==> src/rtl/activation_request_sequencer.sv <==
// Host-side sequencer for the activation lookup unit: issues one neuron sum at a time,
// waits for a non-stale non-zero tag (or a timeout), then hands the result downstream.
module activation_request_sequencer #(
    parameter int unsigned DataWidth = 16,
    parameter int unsigned Settle    = 2,
    parameter int unsigned Timeout   = 64
) (
    input  logic                 clk_i,
    input  logic                 rst_ni,
    input  logic                 in_valid_i,
    output logic                 in_ready_o,
    input  logic [DataWidth-1:0] in_sum_i,
    input  logic                 in_func_i,
    output logic [DataWidth-1:0] act_sum_o,
    output logic                 act_func_o,
    input  logic [DataWidth-1:0] act_value_i,
    input  logic [DataWidth-1:0] act_tag_i,
    output logic                 out_valid_o,
    input  logic                 out_ready_i,
    output logic [DataWidth-1:0] out_value_o,
    output logic [DataWidth-1:0] out_sum_o,
    output logic                 out_timeout_o,
    output logic [15:0]          done_count_o
);

    localparam int unsigned CntW = $clog2(Timeout + 1);
    localparam logic [CntW-1:0] SettleC  = CntW'(Settle);
    localparam logic [CntW-1:0] TimeoutC = CntW'(Timeout);

    typedef enum logic [1:0] {StIdle, StIssue, StWait, StHold} state_e;

    state_e                state_q, state_d;
    logic [CntW-1:0]       cnt_q, cnt_d;
    logic                  in_ready_q, in_ready_d;
    logic [DataWidth-1:0]  act_sum_q, act_sum_d;
    logic                  act_func_q, act_func_d;
    logic [DataWidth-1:0]  out_value_q, out_value_d;
    logic [DataWidth-1:0]  out_sum_q, out_sum_d;
    logic                  out_timeout_q, out_timeout_d;
    logic [15:0]           done_count_q, done_count_d;

    always_comb begin
        state_d       = state_q;
        cnt_d         = cnt_q;
        act_sum_d     = act_sum_q;
        act_func_d    = act_func_q;
        out_value_d   = out_value_q;
        out_sum_d     = out_sum_q;
        out_timeout_d = out_timeout_q;
        done_count_d  = done_count_q;
        unique case (state_q)
            StIdle: begin
                if (in_valid_i && in_ready_q) begin
                    act_sum_d  = in_sum_i;
                    act_func_d = in_func_i;
                    cnt_d      = '0;
                    state_d    = StIssue;
                end
            end
            StIssue: begin
                cnt_d   = CntW'(1);
                state_d = StWait;
            end
            StWait: begin
                // A tag on the timeout cycle still counts as a match.
                if (cnt_q > SettleC && act_tag_i != '0) begin
                    out_value_d   = act_value_i;
                    out_sum_d     = act_sum_q;
                    out_timeout_d = 1'b0;
                    state_d       = StHold;
                end else if (cnt_q == TimeoutC) begin
                    out_value_d   = '0;
                    out_sum_d     = act_sum_q;
                    out_timeout_d = 1'b1;
                    state_d       = StHold;
                end else begin
                    cnt_d = cnt_q + CntW'(1);
                end
            end
            StHold: begin
                if (out_ready_i) begin
                    done_count_d = done_count_q + 16'd1;
                    state_d      = StIdle;
                end
            end
            default: state_d = StIdle;
        endcase
        // Registered so in_ready stays low through reset and rises one cycle after release.
        in_ready_d = (state_d == StIdle);
    end

    always_ff @(posedge clk_i or negedge rst_ni) begin
        if (!rst_ni) begin
            state_q       <= StIdle;
            cnt_q         <= '0;
            in_ready_q    <= 1'b0;
            act_sum_q     <= '0;
            act_func_q    <= 1'b0;
            out_value_q   <= '0;
            out_sum_q     <= '0;
            out_timeout_q <= 1'b0;
            done_count_q  <= '0;
        end else begin
            state_q       <= state_d;
            cnt_q         <= cnt_d;
            in_ready_q    <= in_ready_d;
            act_sum_q     <= act_sum_d;
            act_func_q    <= act_func_d;
            out_value_q   <= out_value_d;
            out_sum_q     <= out_sum_d;
            out_timeout_q <= out_timeout_d;
            done_count_q  <= done_count_d;
        end
    end

    assign in_ready_o    = in_ready_q;
    assign act_sum_o     = act_sum_q;
    assign act_func_o    = act_func_q;
    assign out_valid_o   = (state_q == StHold);
    assign out_value_o   = out_value_q;
    assign out_sum_o     = out_sum_q;
    assign out_timeout_o = out_timeout_q;
    assign done_count_o  = done_count_q;

endmodule
==> config.mk <==
export PLATFORM = sky130hd
export DESIGN_NAME = activation_request_sequencer
export DESIGN_NICKNAME = d
export VERILOG_FILES = /design/src/rtl/activation_request_sequencer.sv
export SDC_FILE = /design/constraint.sdc
export NUM_CORES = 1
export LEC_CHECK = 0
export CAP_MARGIN = 25
export CELL_PAD_IN_SITES_DETAIL_PLACEMENT = 0
export CELL_PAD_IN_SITES_GLOBAL_PLACEMENT = 2
export CORE_AREA = 5 5 121 123
export CTS_CLUSTER_DIAMETER = 50
export CTS_CLUSTER_SIZE = 10
export DETAILED_ROUTE_END_ITERATION = 12
export DIE_AREA = 0 0 126 128
export PLACE_DENSITY = 0.77
export SETUP_SLACK_MARGIN = 0.02
export SYNTH_ARGS = -nofsm -noshare
export SYNTH_HDL_FRONTEND = slang
export SYNTH_SLANG_ARGS = --single-unit
==> constraint.sdc <==
create_clock -name clk_i -period 1.8 [get_ports clk_i]
set_input_delay 0.18 -clock clk_i [delete_from_list [all_inputs] [get_ports clk_i]]
set_output_delay 0.18 -clock clk_i [all_outputs]
set_load 0.05 [all_outputs]
==> metrics.md, run 1 <==
| Metric | Value |
|---|---|
| Largest net degree at the start of global routing | `41` |
| Worst Setup SP | `cnt_q[4]` |
| Vias in the first global route | `2,701` |
| Sequential-to-total area share from yosys stat | `55.8%` |
| RSZ-0062 raised after global routing | `yes` |
| Post-route DRC | `0` |
| CTS tree | `built` |
| GPL Wtd Cong | `0.754` |
| MaxCap Viol Count | `0` |
| Die area | `16,100 um2` |
| Leakage | `2.44 nW` |
| Critical path required time | `2.02 ns` |
| Gr usage total | `10.9%` |
| Nets | `474` |
| Die W | `126 um` |
| Critical path launch point type | `register` |
| Root Buffer | `clkbuf_16` |
| Core Rows | `43` |
| Minimum clock period | `1.79 ns` |
| Peak supply drop | `0.000526 V` |
| Leading cell types in the layout, fill and taps excluded | `clkdlybuf4s50_1, dfrtp_1, buf_4` |
| Finished Core Util | `40.5%` |
| Hold crit path type | `input pin to async pin` |
| Num CTS Buffers | `9` |
| Crit path kind | `register to register` |
| Core area | `13,600 um2` |
| Worst Setup End Kind | `register` |
| Design Area, Final | `5490 um2` |
| RR Startpoint | `cnt_q[4]` |
| Antenna violations before repair | `0` |
| Commonest non-fill, non-tap cell in the layout | `clkdlybuf4s50_1` |
| Clk_skew | `0.00596 ns` |
| R2R setup slack | `0.007 ns` |
| Cells after Synth | `254` |
| Ant diodes | `0` |
| Final WL | `8720 um` |
| EDFF count, synth | `0` |
| Reg2Reg Depth | `6` |
| Critical path arrival | `2.01 ns` |
| Post-synth top area cell | `dfrtp_1` |
| Cell Pwr Density | `1720 nW/um2` |
| Final hold violation count | `0` |
| Max-slew violation count | `0` |
| WL/cell | `14.6 um` |
| Initial Util | `25.2%` |
| Worst-Margin Slew | `0.548 ns` |
| I/O pin cnt | `121` |
| Post-DP HPWL | `6460 um` |
| Ys flop type | `dfrtp_1` |
| Worst-Skew Late Latency | `0.33 ns` |
| Drt first pass iters | `4` |
| Share of cells above drive strength 1 | `30.5%` |
| Flops & latches, synth | `76` |
| Vias per cell | `4.27` |
| Die height | `128 um` |
| Vias | `2,546` |
| Distinct cells, synth | `47` |
| Sinks on Clock Net | `76` |
| Final period util | `99.6%` |
| CTS clk-pin slew, worst paths | `0.06 ns` |
| Yosys top cell area share | `55.8%` |
| Status | `finished clean` |
| Detail Route Antenna Nets | `0` |
| FMAX | `0.558 GHz` |
| First-pass GRT wire length | `14,100 um` |
| Syn Nets | `317` |
| Post-DP Area | `5020 um2` |
| Worst-path maximum fanout | `9` |
| Final Setup Violations | `0` |
| Ranking of synthesized cells by area | `dfrtp_1, mux2_2, mux2_4` |
| Avg Cell Area, Syn | `13.4 um2` |
| Ys async rst share | `100%` |
| Synth warnings | `0` |
| H-Tree Level Count | `3` |
| Slew headroom | `63.4%` |
| Synthesized area | `3410 um2` |
| Reg-to-reg endpoint | `out_sum_o[12]` |
| Area grow syn2layout | `60.8%` |
| Fillers | `1,318` |
| Port Buffer Count | `120` |
| Initial DRC count | `145` |
| CTS max path bufs | `2` |
| Grt total ovfl | `0` |
[kinds of logic after synthesis]
logic type / synth area share (%)
compound gates: 9.90
simple gates: 10.7
buf+inv: 2.79
xor+xnor: 3.85
mux: 13.4
flops: 55.8
fa+ha+maj: 3.67
[what timing repair did]
item	in CTS	in global routing
setup endpoints to repair	13	32
pin swaps	2	6
hold buffers	1	0
buffers inserted	0	4
gates cloned	0	1
endpoints found under the hold margin	36	0
gates resized for setup	1	20
[final cells by class]
cell class / count / area (um2) / share of cell area (%)
clock inverters: 7 / 98.8 / 1.80
inverters: 7 / 26.3 / 0.479
repair buffers: 152 / 1500 / 27.3
well taps: 180 / 225 / 4.11
flip-flops and latches: 76 / 1910 / 34.9
multi-input cells: 165 / 1500 / 27.3
clock buffers: 9 / 225 / 4.11
[per-stage QoR]
stage	hold slack (ns)	TNS [ns]	setup WS (ns)	cells	power, mW
finish	0.381	0	0.00741	596	9.45
floorplan	-0.116	0	0.0131	254	5.76
detailed placement	0.191	-10.73	-0.392	574	7.50
CTS	0.395	-0.0155	-0.00702	591	9.50
global route	0.441	-0.451	-0.0343	596	9.93
global placement	0.185	-8.11	-0.281	574	7.47
[worst max-delay path by stage]
stage / endpoint / slack [ns] / depth (start not counted)
2_1_floorplan: act_sum_o[10] / 0.01 / 5
3_3_place_gp: out_sum_o[6] / -0.28 / 7
3_5_place_dp: cnt_q[4] / -0.39 / 7
4_1_cts: out_sum_o[14] / -0.007 / 6
5_1_grt: out_sum_o[11] / -0.03 / 6
6_report: out_sum_o[12] / 0.007 / 6
[critical path, stage by stage (launching register included)]
cell and delay (ns):
dfrtp_1 0.41, nor4_4 0.37, o21a_2 0.24, o21ai_4 0.07
nand3_4 0.12, clkbuf_16 0.18, mux2_4 0.29
[state kept, by name (all words and copies together), names as in the netlist]
signal         flops
out_value_o       16
out_timeout_o      1
done_count_o      16
state_q            2
in_ready_o         1
out_sum_o         16
act_func_o         1
cnt_q              7
act_sum_o         16
[layer usage]
metal  track usage [%]  vias up  wire length (um)
met3              3.21        9               498
met1              14.9     1222              4150
met4              4.16        0               119
met5                 0        -                 0
li1                  -     1229                 -
met2              16.4       86              3960
[synth_stat cells (2+ instances only)]
cell type  instances
nand2_1           13
a21oi_1            4
nor3_1             2
a22o_1            16
buf_6              2
mux2_2            20
inv_1              7
o31ai_1            5
xor2_1             4
mux2_4            14
xnor2_1           11
o21ai_0            4
ha_1              10
and3_1             5
nand2_2            2
and4_1             2
nand2b_1           4
nand3_1            9
nor2_1            13
dfrtp_1           76
nor4_1             4
mux2i_1            2
[where the power goes]
part	internal, mW	switching [mW]
Combinational	1.88	2.92
Sequential	2.32	0.402
Clock	1.22	0.720
Total	5.41	4.04
(Power assumes the default switching activity.)
==> run 2: changes to the inputs <==
Settings changed: CORE_AREA 5 5 121 123 to 2 2 118 120, DIE_AREA 0 0 126 128 to 0 0 120 122.
==> run 2 against run 1 <==
Compared with the run above: flip-flop and latch count did not move; via count is 2.2% higher; clock skew grew 0.0026 ns; sequential power is essentially flat; fmax is 1.4% higher; highest routed layer unchanged; worst hold slack worse by 0.042 ns; clock power is 6% higher; combinational power about the same; first-iteration DRC count rose by 0.69%; cell count down 0.17%; total power rose by 0.96%; non-clock buffer count is 1 lower.
==> metrics.md, run 2 (same netlist as run 1, synthesis figures left out) <==
| Metric | Value |
|---|---|
| Status | `finished clean (unchanged)` |
| Crit path max-delay cell type | `dfrtp_1 (unchanged)` |
| Peak supply drop | `0.000512 V (was 0.000526 V)` |
| Final WL | `8460 um (was 8720 um)` |
| Final Setup Violations | `0 (unchanged)` |
| Antenna violations before repair | `0 (unchanged)` |
| Detail Route Antenna Nets | `0 (unchanged)` |
| Fin Setup TNS | `0 ns (unchanged)` |
| Initial Util | `25.3% (was 25.2%)` |
| Final worst-path setup slack | `0.0318 ns (was 0.00741 ns)` |
| Crit-path max cell delay | `0.40 ns (was 0.41 ns)` |
| Sinks on Clock Net | `76 (unchanged)` |
| Die area | `14,600 um2 (was 16,100 um2)` |
| Grt total ovfl | `0 (unchanged)` |
| Final hold violation count | `0 (unchanged)` |
| Initial DRC count | `146 (was 145)` |
| Hold crit path type | `input pin to async pin (unchanged)` |
| Buf/Inv on CP | `1 (unchanged)` |
| Crit path kind | `register to register (unchanged)` |
| CTS clk-pin slew, worst paths | `0.06 ns (about the same)` |
| Vias per cell | `4.37 (was 4.27)` |
| Worst-path maximum fanout | `10 (was 9)` |
| Cell Pwr Density | `1740 nW/um2 (was 1720 nW/um2)` |
| CP cell instances | `nor4_4 -> o21a_2 -> o21ai_2 -> nand3_4 -> buf_12 -> mux2_4 (was nor4_4 -> o21a_2 -> o21ai_4 -> nand3_4 -> clkbuf_16 -> mux2_4)` |
| Num CTS Buffers | `9 (unchanged)` |
| FMAX | `0.566 GHz (was 0.558 GHz)` |
| Worst-Margin Slew | `0.552 ns (was 0.548 ns)` |
| Vias | `2,602 (was 2,546)` |
| Critical path launch point type | `register (unchanged)` |
| Nets | `473 (was 474)` |
| Final period util | `98.2% (was 99.6%)` |
| CTS max path bufs | `2 (unchanged)` |
| Commonest non-fill, non-tap cell in the layout | `clkdlybuf4s50_1 (unchanged)` |
| Die W | `120 um (was 126 um)` |
| WL/cell | `14.2 um (was 14.6 um)` |
| Worst-Skew Late Latency | `0.33 ns (about the same)` |
| Critical path required time | `2.01 ns (was 2.02 ns)` |
| Post-DP HPWL | `6210 um (was 6460 um)` |
| Clk_skew | `0.00853 ns (was 0.00596 ns)` |
| Ant diodes | `0 (unchanged)` |
| Core area | `13,500 um2 (was 13,600 um2)` |
| Drt first pass iters | `4 (unchanged)` |
| Cell Count, Final, Fillers Out | `595 (was 596)` |
| Post-route DRC | `0 (unchanged)` |
| First-pass GRT wire length | `13,700 um (was 14,100 um)` |
| Critical path arrival | `1.98 ns (was 2.01 ns)` |
| Leading cell types in the layout, fill and taps excluded | `clkdlybuf4s50_1, dfrtp_1, buf_4 (unchanged)` |
| Design Area, Final | `5480 um2 (was 5490 um2)` |
| Max-slew violation count | `0 (unchanged)` |
| Share of cells above drive strength 1 | `27.0% (was 30.5%)` |
| CP delay by family, top | `simple AND/OR/NAND/NOR gates (unchanged)` |
| RSZ-0062 raised after global routing | `yes (unchanged)` |
| Minimum clock period | `1.77 ns (was 1.79 ns)` |
| Area grow syn2layout | `60.8% (about the same)` |
| Fillers | `1,279 (was 1,318)` |
| Die height | `122 um (was 128 um)` |
| Slew headroom | `63.1% (was 63.4%)` |
| H-Tree Level Count | `3 (unchanged)` |
| CTS tree | `built (unchanged)` |
| Worst Setup End Kind | `register (unchanged)` |
| Root Buffer | `clkbuf_16 (unchanged)` |
| Placed cells | `572 (was 574)` |
| Gr usage total | `11.9% (was 10.9%)` |
| Post-DP Area | `5030 um2 (was 5020 um2)` |
| Core Rows | `43 (unchanged)` |
| I/O pin cnt | `121 (unchanged)` |
| Leakage | `2.50 nW (was 2.44 nW)` |
| MaxCap Viol Count | `0 (unchanged)` |
| GPL Wtd Cong | `0.759 (was 0.754)` |
| Largest net degree at the start of global routing | `49 (was 41)` |
| Port Buffer Count | `120 (unchanged)` |
| Vias in the first global route | `2,721 (was 2,701)` |
| Pre-CTS WS | `-0.285 ns (was -0.392 ns)` |
==> run 2: power by group <==
group | total [mW] | internal (mW) | switching (mW)
clock | 2.05 | 1.36 | 0.693
sequential | 2.74 | 2.32 | 0.418
combinational | 4.76 | 1.86 | 2.90
total | 9.54 | 5.53 | 4.01
==> run 2: layout make-up <==
type / count / area (um2) / area share [%]
clock buffers: 10 / 229 / 4.18
well taps: 180 / 225 / 4.11
clock inverters: 6 / 113 / 2.05
repair buffers: 151 / 1520 / 27.7
flip-flops and latches: 76 / 1910 / 34.9
multi-input cells: 165 / 1460 / 26.6
inverters: 7 / 26.3 / 0.479
==> run 2: per-stage QoR <==
step	utilization (%)	power, mW	hold slack (ns)
6_report	40.6	9.54	0.339
3_5_place_dp	37.3	7.52	0.147
4_1_cts	40.0	9.65	0.345
5_1_grt	40.6	10.0	0.371
3_3_place_gp	37.3	7.47	0.142
2_1_floorplan	-	5.76	-0.116
==> run 2: final timing paths <==
kind	startpoint	to	slack, ns	cells after the start
min reg2reg	done_count_o[7]	done_count_o[7]	0.48	1
min in group clk_i	in_sum_i[7]	act_sum_o[7]	0.46	2
max	cnt_q[2]	out_sum_o[13]	0.03	6
max reg2reg	cnt_q[2]	out_sum_o[13]	0.03	6
max in group asynchronous	rst_ni	out_sum_o[1]	0.87	3
min	rst_ni	done_count_o[7]	0.34	2
==> run 2: timing repair <==
| item | CTS | global route |
|---|---|---|
| hold buffers | 1 | 0 |
| endpoints found under the hold margin | 28 | 0 |
| gates cloned | 0 | 1 |
| endpoints found under the setup margin | 24 | 32 |
| resized for setup | 4 | 11 |
| buffers inserted | 1 | 4 |
| pin swaps | 1 | 4 |
==> run 2: layer usage <==
metal	part of all wire (%)	wire length [um]	GRT usage [%]	vias up
met1	45	3840	15.4	1266
met2	47	4000	19.0	93
li1	-	-	-	1235
met5	0	0	0	-
met4	1.7	141	5.51	0
met3	5.6	472	2.76	8
==> run 3: changes to the inputs <==
Settings changed: ABC_AREA from default to 1, CORE_AREA 2 2 118 120 to 4 4 128 130, DIE_AREA 0 0 120 122 to 0 0 132 134, GPL_TIMING_DRIVEN from default to 0.
==> run 3 against run 2 <==
Compared with the run above: sequential power about the same; clock skew decreased by 0.0029 ns; count of clock-buffer cells in the layout increased by 1; total power decreased by 2.8%; global-route usage decreased by 0.55 points; flip-flop and latch count unchanged; utilization decreased by 3.9 points; largest cell class unchanged; wire length increased by 15%; die area increased by 21%; register-to-register slack improved by 0.098 ns; critical path depth decreased by 5; fmax increased by 1.4%.
==> metrics.md, run 3 <==
| Metric | Value |
|---|---|
| Status | `finished clean (unchanged)` |
| CP delay by family, top | `buffers and inverters (was simple AND/OR/NAND/NOR gates)` |
| Grt total ovfl | `0 (unchanged)` |
| Post-route DRC | `0 (unchanged)` |
| Sinks on Clock Net | `76 (unchanged)` |
| Core Rows | `45 (was 43)` |
| Synthesized area | `3590 um2 (was 3410 um2)` |
| Distinct cells, synth | `30 (was 47)` |
| Drt first pass iters | `6 (was 4)` |
| Critical path capture point | `done_count_o[13] (was out_sum_o[13])` |
| Stages on worst setup path | `1 (was 6)` |
| Worst-path maximum fanout | `4 (was 10)` |
| Worst-Margin Slew | `0.552 ns (about the same)` |
| Die height | `134 um (was 122 um)` |
| Buf/Inv on CP | `1 (unchanged)` |
| Final WL | `9760 um (was 8460 um)` |
| Net Sw Frac | `45.6% (was 42.0%)` |
| Crit path max-delay cell type | `clkdlybuf4s50_1 (was dfrtp_1)` |
| FMAX | `0.574 GHz (was 0.566 GHz)` |
| Core area | `15,100 um2 (was 13,500 um2)` |
| Leakage | `2.76 nW (was 2.50 nW)` |
| GPL Wtd Cong | `0.756 (was 0.759)` |
| Fillers | `1,545 (was 1,279)` |
| Max-slew violation count | `0 (unchanged)` |
| Ant diodes | `0 (unchanged)` |
| Slew headroom | `63.1% (about the same)` |
| Yosys top cell area share | `53.0% (was 55.8%)` |
| Post-synth top area cell | `dfrtp_1 (unchanged)` |
| Critical path launch point type | `register (unchanged)` |
| CTS clk-pin slew, worst paths | `0.06 ns (about the same)` |
| Vias | `3,039 (was 2,602)` |
| Ys flop type | `dfrtp_1 (unchanged)` |
| RR Startpoint | `state_q[0] (was cnt_q[2])` |
| Commonest cells in the netlist | `nand2_1, dfrtp_1, nand3_1, inv_1, nor2_1 (was dfrtp_1, mux2_2, a22o_1, mux2_4)` |
| Root Buffer | `clkbuf_16 (unchanged)` |
| Final hold violation count | `0 (unchanged)` |
| Reg2Reg Depth | `6 (unchanged)` |
| Final worst-path setup slack | `0.0568 ns (was 0.0318 ns)` |
| First-pass GRT wire length | `16,400 um (was 13,700 um)` |
| CP cell instances | `clkdlybuf4s50_1 (was nor4_4 -> o21a_2 -> o21ai_2 -> nand3_4 -> buf_12 -> mux2_4)` |
| Clk_skew | `0.00562 ns (was 0.00853 ns)` |
| Commonest non-fill, non-tap cell in the layout | `nand2_1 (was clkdlybuf4s50_1)` |
| Area grow syn2layout | `54.8% (was 60.8%)` |
| Crit-path max cell delay | `0.83 ns (was 0.40 ns)` |
| Initial Util | `23.7% (was 25.3%)` |
| Critical path required time | `1.62 ns (was 2.01 ns)` |
| Post-DP HPWL | `7240 um (was 6210 um)` |
| Sequential-to-total area share from yosys stat | `53.0% (was 55.8%)` |
| MaxCap Viol Count | `0 (unchanged)` |
| Sequential power share | `29.6% (was 28.7%)` |
| H-Tree Level Count | `3 (unchanged)` |
| Net Sw Power | `4.23 mW (was 4.01 mW)` |
| Critical path arrival | `1.56 ns (was 1.98 ns)` |
| RSZ-0062 raised after global routing | `no (was yes)` |
| Crit path kind | `register to output port (was register to register)` |
| R2R setup slack | `0.13 ns (was 0.03 ns)` |
| Nets | `596 (was 473)` |
| Peak supply drop | `0.000975 V (was 0.000512 V)` |
| Minimum clock period | `1.74 ns (was 1.77 ns)` |
| Leading cell types in the layout, fill and taps excluded | `nand2_1, clkdlybuf4s50_1, dfrtp_1 (was clkdlybuf4s50_1, dfrtp_1, buf_4)` |
| Cell Pwr Density | `1670 nW/um2 (was 1740 nW/um2)` |
| Ranking of synthesized cells by area | `dfrtp_1, nand2_1, nand3_1 (was dfrtp_1, mux2_2, mux2_4)` |
| Hold crit path type | `input pin to async pin (unchanged)` |
| Num CTS Buffers | `9 (unchanged)` |
| Part of the power in combinational logic | `52.4% (was 49.9%)` |
| Share of cells above drive strength 1 | `15.8% (was 27.0%)` |
| Pre-CTS WS | `-0.224 ns (was -0.285 ns)` |
| Pint | `5.04 mW (was 5.53 mW)` |
| WL/cell | `13.4 um (was 14.2 um)` |
| Syn Nets | `453 (was 317)` |
| Worst-Skew Late Latency | `0.33 ns (about the same)` |
| Worst Setup End Kind | `output port (was register)` |
| CTS max path bufs | `2 (unchanged)` |
| Top-count cell post-synth | `nand2_1 (was dfrtp_1)` |
| Final Setup Violations | `0 (unchanged)` |
| I/O pin cnt | `121 (unchanged)` |
| Worst Setup SP | `done_count_o[13] (was cnt_q[2])` |
| Initial DRC count | `96 (was 146)` |
| Largest net degree at the start of global routing | `69 (was 49)` |
| Avg Cell Area, Syn | `9.20 um2 (was 13.4 um2)` |
| Final period util | `96.8% (was 98.2%)` |
| Flops & latches, synth | `76 (unchanged)` |
| Finished Core Util | `36.7% (was 40.6%)` |
| Vias in the first global route | `3,233 (was 2,721)` |
| Port Buffer Count | `120 (unchanged)` |
| Cells after Synth | `390 (was 254)` |
| Vias per cell | `4.19 (was 4.37)` |
| Gr usage total | `11.4% (was 11.9%)` |
| Ys async rst share | `100% (unchanged)` |
| Die W | `132 um (was 120 um)` |
| EDFF count, synth | `0 (unchanged)` |
| Reg-to-reg endpoint | `act_sum_o[13] (was out_sum_o[13])` |
| Detail Route Antenna Nets | `0 (unchanged)` |
| Die area | `17,700 um2 (was 14,600 um2)` |
| Antenna violations before repair | `0 (unchanged)` |
| Synth warnings | `0 (unchanged)` |
| Clock share of power | `18.1% (was 21.5%)` |
| CTS tree | `built (unchanged)` |
[run 3: cells by family (layout without fill, tap and decap cells)]
kind of cell | count (synthesis) | after routing | synth area share (%)
multiplexers | 17 | 17 | 5.33
buffers and inverters | 46 | 194 | 5.79
adder cells (fa/ha/maj) | 10 | 10 | 3.49
AO/OA/AOI/OAI | 16 | 16 | 3.00
flip-flops | 76 | 76 | 53.0
XOR/XNOR | 13 | 13 | 3.17
AND/OR/NAND/NOR | 212 | 212 | 26.2
[run 3: per-stage QoR]
| stage | cell area, um2 | setup TNS [ns] | instances | power (mW) | hold slack, ns |
|---|---|---|---|---|---|
| floorplan | 3600 | 0 | 390 | 5.78 | -0.116 |
| global placement | 5040 | -179.04 | 698 | 7.42 | 0.477 |
| detailed placement | 5060 | -9.09 | 699 | 7.46 | 0.0231 |
| CTS | 5430 | -0.00972 | 721 | 9.22 | 0.216 |
| global route | 5560 | 0 | 726 | 9.83 | 0.222 |
| finish | 5560 | 0 | 726 | 9.27 | 0.227 |
[run 3: timing repair]
item,in CTS,in global routing
hold endpoints to repair,76,0
resized for setup,17,25
hold buffers,1,0
gates cloned,0,1
pin swaps,0,1
setup endpoints to repair,57,67
buffers inserted,5,4
[run 3: layout make-up]
type                            instances  area, um2  share of cell area, %
Clock inverter                          5       37.5                  0.676
Buffer                                 11        110                   1.98
Clock buffer                           11        243                   4.37
Multi-Input combinational cell        268       1530                   27.5
Tap cell                              188        235                   4.23
Timing Repair Buffer                  132       1360                   24.5
Inverter                               35        136                   2.45
Sequential cell                        76       1910                   34.3
[run 3: worst min-delay path by stage]
stage	start	end	slack, ns	cells after the start
6_report	rst_ni	done_count_o[8]	0.23	2
5_1_grt	rst_ni	out_value_o[15]	0.22	2
4_1_cts	rst_ni	out_value_o[15]	0.22	2
3_5_place_dp	rst_ni	done_count_o[10]	0.02	1
3_3_place_gp	act_sum_o[2]	out_sum_o[2]	0.48	2
2_1_floorplan	rst_ni	act_func_o	-0.12	0
[run 3: power by group through the flow]
stage,logic [mW],registers [mW],clock network [mW]
finish,4.86,2.74,1.68
global route,5.17,2.84,1.82
CTS,4.72,2.75,1.74
detailed placement,4.68,2.78,0
global placement,4.66,2.76,0
floorplan,1.12,4.66,0
[run 3: per-layer routing]
layer | wire length, um | vias up | share of wire, % | track usage, %
met5 | 0 | - | 0 | 0
met4 | 83 | 0 | 0.85 | 2.80
met3 | 861 | 6 | 8.8 | 5.40
met2 | 4730 | 96 | 48 | 19.1
met1 | 4080 | 1402 | 42 | 13.2
li1 | - | 1535 | - | -
